`config.mk`:
```
export PLATFORM = sky130hd
export DESIGN_NAME = mnist_infer_ctrl
export DESIGN_NICKNAME = d
export VERILOG_FILES = /design/src/rtl/mnist_infer_ctrl.sv
export SDC_FILE = /design/constraint.sdc
export NUM_CORES = 1
export LEC_CHECK = 0
export ABC_AREA = 1
export CAP_MARGIN = 10
export CELL_PAD_IN_SITES_DETAIL_PLACEMENT = 0
export CELL_PAD_IN_SITES_GLOBAL_PLACEMENT = 1
export CORE_MARGIN = 8
export CORE_UTILIZATION = 41
export DETAILED_ROUTE_END_ITERATION = 8
export MAX_ROUTING_LAYER = met4
export PLACE_DENSITY = 0.78
export SKIP_CTS_REPAIR_TIMING = 1
export SLEW_MARGIN = 30
export SYNTH_ARGS = -nofsm -noshare
export SYNTH_HDL_FRONTEND = slang
export SYNTH_SLANG_ARGS = --single-unit
```
`constraint.sdc`:
```
create_clock -name i_clk -period 3.14 [get_ports i_clk]
set_clock_uncertainty 0.2 [all_clocks]
set_input_delay 0.314 -clock i_clk [delete_from_list [all_inputs] [get_ports i_clk]]
set_output_delay 0.314 -clock i_clk [all_outputs]
set_load 0.01 [all_outputs]
```
`src/rtl/mnist_infer_ctrl.sv`:
```
// mnist_infer_ctrl: sequencer for the sigmoid fix4 inference engine.
// Takes one classify request, soft-resets and starts the engine, then waits for
// done under a timeout. It scans all class outputs, keeps the signed argmax, and
// returns class/score over a valid/ready handshake.
// Ports:
//   i_clk, i_rst_n              clock (rising edge), asynchronous active-low reset
//   i_req_valid / o_req_ready   request handshake; ready only while idle
//   o_res_valid / i_res_ready   result handshake
//   o_res_class, o_res_score    argmax index and its signed score (4'hF / 0 on timeout)
//   o_res_timeout               result is a timeout abort
//   o_busy                      controller not idle
//   o_img_count                 non-timeout results delivered, wraps
//   o_eng_reset, o_eng_start    one-cycle engine pulses
//   i_eng_done                  engine done level
//   o_eng_out_idx, i_eng_out    engine output select and the selected signed score
module mnist_infer_ctrl #(
    parameter int DATA_WIDTH     = 4,
    parameter int NUM_CLASSES    = 10,
    parameter int TO_WIDTH       = 20,
    parameter int TIMEOUT_CYCLES = 1000000,
    parameter int CNT_WIDTH      = 16
) (
    input  logic                         i_clk,
    input  logic                         i_rst_n,
    input  logic                         i_req_valid,
    output logic                         o_req_ready,
    output logic                         o_res_valid,
    input  logic                         i_res_ready,
    output logic [3:0]                   o_res_class,
    output logic signed [DATA_WIDTH-1:0] o_res_score,
    output logic                         o_res_timeout,
    output logic                         o_busy,
    output logic [CNT_WIDTH-1:0]         o_img_count,
    output logic                         o_eng_reset,
    output logic                         o_eng_start,
    input  logic                         i_eng_done,
    output logic [3:0]                   o_eng_out_idx,
    input  logic signed [DATA_WIDTH-1:0] i_eng_out
);
    typedef enum logic [2:0] {S_IDLE, S_CLR, S_GO, S_WAIT, S_SCAN, S_RESP} state_t;
    state_t                       r_state, w_next;
    logic [TO_WIDTH-1:0]          r_to_cnt;
    logic signed [DATA_WIDTH-1:0] r_best_val, w_best_val;
    logic [3:0]                   r_best_idx, w_best_idx, w_idx;
    logic                         w_take, w_to_hit, w_last;
    assign w_to_hit = r_to_cnt == TO_WIDTH'(TIMEOUT_CYCLES - 1);
    assign w_last   = o_eng_out_idx == 4'(NUM_CLASSES - 1);
    always_comb begin
        w_next = r_state;
        case (r_state)
            S_IDLE:  w_next = i_req_valid ? S_CLR : S_IDLE;
            S_CLR:   w_next = S_GO;
            S_GO:    w_next = S_WAIT;
            S_WAIT:  w_next = i_eng_done ? S_SCAN : (w_to_hit ? S_RESP : S_WAIT);
            S_SCAN:  w_next = w_last ? S_RESP : S_SCAN;
            S_RESP:  w_next = i_res_ready ? S_IDLE : S_RESP;
            default: w_next = S_IDLE;
        endcase
    end
    // Index 0 always loads; later indices replace only on a strictly greater
    // score, so ties keep the lowest index. o_eng_out_idx doubles as the scan index.
    always_comb begin
        w_take     = (o_eng_out_idx == 4'd0) || (i_eng_out > r_best_val);
        w_best_val = w_take ? i_eng_out : r_best_val;
        w_best_idx = w_take ? o_eng_out_idx : r_best_idx;
        w_idx      = (r_state == S_SCAN && w_next == S_SCAN) ? o_eng_out_idx + 4'd1 : 4'd0;
    end
    // Outputs are registered from the next state so they line up with it.
    always_ff @(posedge i_clk or negedge i_rst_n) begin
        if (!i_rst_n) begin
            r_state       <= S_IDLE;
            r_to_cnt      <= '0;
            r_best_val    <= '0;
            r_best_idx    <= 4'd0;
            o_req_ready   <= 1'b1;
            o_res_valid   <= 1'b0;
            o_res_class   <= 4'd0;
            o_res_score   <= '0;
            o_res_timeout <= 1'b0;
            o_busy        <= 1'b0;
            o_img_count   <= '0;
            o_eng_reset   <= 1'b0;
            o_eng_start   <= 1'b0;
            o_eng_out_idx <= 4'd0;
        end else begin
            r_state       <= w_next;
            r_to_cnt      <= (r_state == S_WAIT) ? r_to_cnt + TO_WIDTH'(1) : '0;
            o_req_ready   <= w_next == S_IDLE;
            o_busy        <= w_next != S_IDLE;
            o_res_valid   <= w_next == S_RESP;
            o_eng_reset   <= w_next == S_CLR;
            o_eng_start   <= w_next == S_GO;
            o_eng_out_idx <= w_idx;
            if (r_state == S_SCAN) begin
                r_best_val <= w_best_val;
                r_best_idx <= w_best_idx;
            end
            if (r_state == S_SCAN && w_next == S_RESP) begin
                o_res_class   <= w_best_idx;
                o_res_score   <= w_best_val;
                o_res_timeout <= 1'b0;
            end else if (r_state == S_WAIT && w_next == S_RESP) begin
                o_res_class   <= 4'hF;
                o_res_score   <= '0;
                o_res_timeout <= 1'b1;
            end
            if (r_state == S_RESP && i_res_ready && !o_res_timeout)
                o_img_count <= o_img_count + CNT_WIDTH'(1);
        end
    end
endmodule

```
==> impl_metrics.py <==
metrics = {
    "outcome": {
        "outcome": "finished, final reports clean",
    },
    "die": {
        "number_of_rows_in_the_core_area": 32,
        "effective_utilization_at_floorplan_pct": 41.3,
        "design.die.area_um2": 10700,
        "io_pins": 43,
        "die_h_um": 103,
        "die_width_um": 103,
        "core_area_um2": 7570,
    },
    "detailed_routing": {
        "wl_per_cell_um": 12.7,
        "initialDrtViolationCount": 82,
        "remaining_drc_errors": 0,
        "drt-total-wl_mm": 6.44,
        "drt-vias-per-instance": 4.72,
        "drt_pre_antenna_iters": 4,
        "dr_total_vias": 2401,
        "drt.antenna.violating_nets": 0,
    },
    "worst_setup_path": {
        "cp_startpoint_kind": "register",
        "critPathCaptureType": "register",
        "path_class": "register to register",
        "timing.critical_path.fanout_max": 10,
        "cp.arrival_ns": 2.20,
        "reg2reg_setup_slack_ns": 1.01,
        "worst-endpoint-required_ns": 3.21,
    },
    "power_and_ir_drop": {
        "ratio_of_total_power_to_cell_area_nw_per_um2": 633,
        "static-leakage-power_nw": 1.81,
        "seq_power_share_pct": 42.0,
        "totalPowerFinal_w": 0.00250,
        "power.share.combinational_pct": 23.4,
        "sw_frac_of_total_pct": 29.8,
        "clock_power_share_pct": 34.6,
        "switchingPower_w": 0.000744,
        "vdd_ir_drop_max_mv": 0.392,
        "internal_power_w": 0.00175,
    },
    "clock_network": {
        "cts_tree": "done",
        "cts_made_buffers": 9,
        "clockBufferDepth": 2,
        "worstSkewPairLatency_ns": 0.34,
        "htree_num_levels": 3,
        "cts_root_buffer": "sky130_fd_sc_hd__clkbuf_8",
        "clkSlewWorstSetupHoldPaths_ns": 0.07,
        "clk_sinks": 65,
    },
    "yosys": {
        "ys_ff_latch": 65,
        "postSynth.asyncResetShare_pct": 100,
        "synth-seq-area-share_pct": 52.1,
        "synthesis.nets": 366,
        "synthesis.area_um2": 3120,
        "syn_area_per_cell_um2": 8.98,
        "synthCells": 348,
        "synth-main-ff-cell": "sky130_fd_sc_hd__dfrtp_1",
        "ys.warnings.count": 0,
        "ys_types": 32,
        "synth_enable_flop_cells": 0,
    },
    "final_layout": {
        "final_layout_size_suffix_gt1_share_pct": 11.1,
        "fin_nets": 420,
        "filler_cell_count": 695,
        "finalInstanceArea_um2": 3940,
        "finish.utilization_pct": 52.1,
        "syn_to_final_growth_pct": 26.2,
        "layout_common_cells": "64 x sky130_fd_sc_hd__nand2_1, 64 x sky130_fd_sc_hd__dfrtp_1, 43 x sky130_fd_sc_hd__nor2_1",
        "antenna-diode-count": 0,
    },
    "timing": {
        "tightest_slew_ns": 0.709,
        "timing.final.hold_violations": 0,
        "fin_tns_setup_ns": 0,
        "layout_min_cycle_time_ns": 2.13,
        "finalMaxSlewViolations": 0,
        "fmax_mhz": 470,
        "setup_repair_after_global_routing_missed_its_margin": "no",
        "setup-violations-final": 0,
        "layout_worst_path_cycle_share_pct": 67.7,
        "max-slew-margin-rel_pct": 52.6,
    },
    "grt": {
        "grt_first_pass_wirelength_mm": 11.2,
        "first_global_vias": 2349,
        "sum_of_overflow_across_all_layers_after_global_routing": 0,
        "grt_start_max_net_pins": 66,
        "grt_antenna_before_repair": 0,
        "grt_usage_pct": 13.9,
    },
    "placed_design": {
        "gp_congestion": 0.789,
        "dpl_cell_area_um2": 3690,
        "place_hpwl_mm": 4.71,
        "portBuffers": 42,
    },
    "flow_run": {
        "maxCapViolations": 0,
    },
    "worst_hold_path": {
        "worstHoldPathType": "register to register",
    },
}
==> area by class of cell <==
type | count | area [um2] | area share, %
repair buffers | 46 | 460 | 11.7
clock inverters | 5 | 103 | 2.60
flip-flops and latches | 65 | 1630 | 41.3
well taps | 102 | 128 | 3.24
inverters | 39 | 146 | 3.71
clock buffers | 11 | 141 | 3.59
multi-input cells | 241 | 1340 | 33.9
==> registers in the layout (all words and copies together), names as in the netlist <==
| register | count |
|---|---|
| o_req_ready | 1 |
| o_eng_start | 1 |
| o_eng_out_idx | 4 |
| o_res_valid | 1 |
| o_img_count | 16 |
| o_res_score | 4 |
| r_best_idx | 4 |
| r_to_cnt | 20 |
| r_state | 3 |
| o_eng_reset | 1 |
| o_busy | 1 |
| o_res_class | 4 |
| o_res_timeout | 1 |
| r_best_val | 4 |
==> cells by family after synthesis <==
family | share of synthesized area [%]
compound gates | 6.25
xor+xnor | 5.33
fa+ha+maj | 3.60
buf+inv | 5.09
flops | 52.1
simple gates | 27.6
==> final timing paths <==
path,from,end,depth (start not counted)
worst min register to register,r_state[1],o_eng_start,1
worst max register to register,r_state[0],o_res_class[0],8
max in group asynchronous,i_rst_n,o_req_ready,3
min in group asynchronous,i_rst_n,r_to_cnt[12],3
worst min-delay path,r_state[1],o_eng_start,1
worst max-delay path,r_state[0],o_res_class[0],8
==> synth_stat cells (2+ instances only) <==
library cell / instances / area share, %
sky130_fd_sc_hd__o21ai_0: 14 / 2.2
sky130_fd_sc_hd__nor2_4: 2 / 0.72
sky130_fd_sc_hd__a21oi_1: 11 / 1.8
sky130_fd_sc_hd__nor2_1: 43 / 5.2
sky130_fd_sc_hd__a31oi_1: 6 / 1.2
sky130_fd_sc_hd__dfrtp_1: 64 / 51
sky130_fd_sc_hd__xor2_1: 16 / 4.5
sky130_fd_sc_hd__nand4_1: 2 / 0.40
sky130_fd_sc_hd__or2_2: 4 / 0.80
sky130_fd_sc_hd__nor3_1: 11 / 1.8
sky130_fd_sc_hd__ha_1: 9 / 3.6
sky130_fd_sc_hd__nand3_1: 34 / 5.4
sky130_fd_sc_hd__clkbuf_1: 2 / 0.24
sky130_fd_sc_hd__nand2_1: 64 / 7.7
sky130_fd_sc_hd__xnor2_1: 3 / 0.84
sky130_fd_sc_hd__nor2_2: 6 / 1.2
sky130_fd_sc_hd__inv_1: 37 / 4.4
sky130_fd_sc_hd__nand3_2: 5 / 1.6
sky130_fd_sc_hd__a211oi_1: 2 / 0.48
==> metrics by stage <==
step	instances	setup WS (ns)	hold WS, ns
2_1_floorplan	348	1.24	-0.182
3_3_place_gp	492	0.741	0.160
3_5_place_dp	492	0.698	0.161
4_1_cts	508	0.982	-0.217
5_1_grt	509	0.787	0.305
6_report	509	1.01	0.271
==> worst max-delay path, stage by stage, from the launching register on <==
cell and delay (ns):
sky130_fd_sc_hd__dfrtp_1 0.40, sky130_fd_sc_hd__nand2_1 0.08, sky130_fd_sc_hd__nor2_1 0.55, sky130_fd_sc_hd__nand2_1 0.16
sky130_fd_sc_hd__nand3_2 0.17, sky130_fd_sc_hd__nand4_4 0.22, sky130_fd_sc_hd__nand2_4 0.14, sky130_fd_sc_hd__nand2_1 0.07
sky130_fd_sc_hd__nand2_1 0.06
==> per-layer routing <==
| layer | vias up | wire length (um) | global-route usage [%] |
|---|---|---|---|
| li1 | 1238 | - | - |
| met1 | 1112 | 3250 | 18.8 |
| met2 | 43 | 2810 | 19.7 |
| met3 | 8 | 277 | 2.95 |
| met4 | 0 | 102 | 6.01 |
| met5 | - | 0 | - |
==> power groups by stage <==
stage	sequential (W)	clock, W	combinational [W]
after floorplan	0.00107	0	0.000348
after global placement	0.00106	0	0.000578
after detailed placement	0.00106	0	0.000589
after CTS	0.00105	0.000887	0.000595
after global routing	0.00107	0.000925	0.000670
final	0.00105	0.000865	0.000583
(Power assumes the default switching activity.)
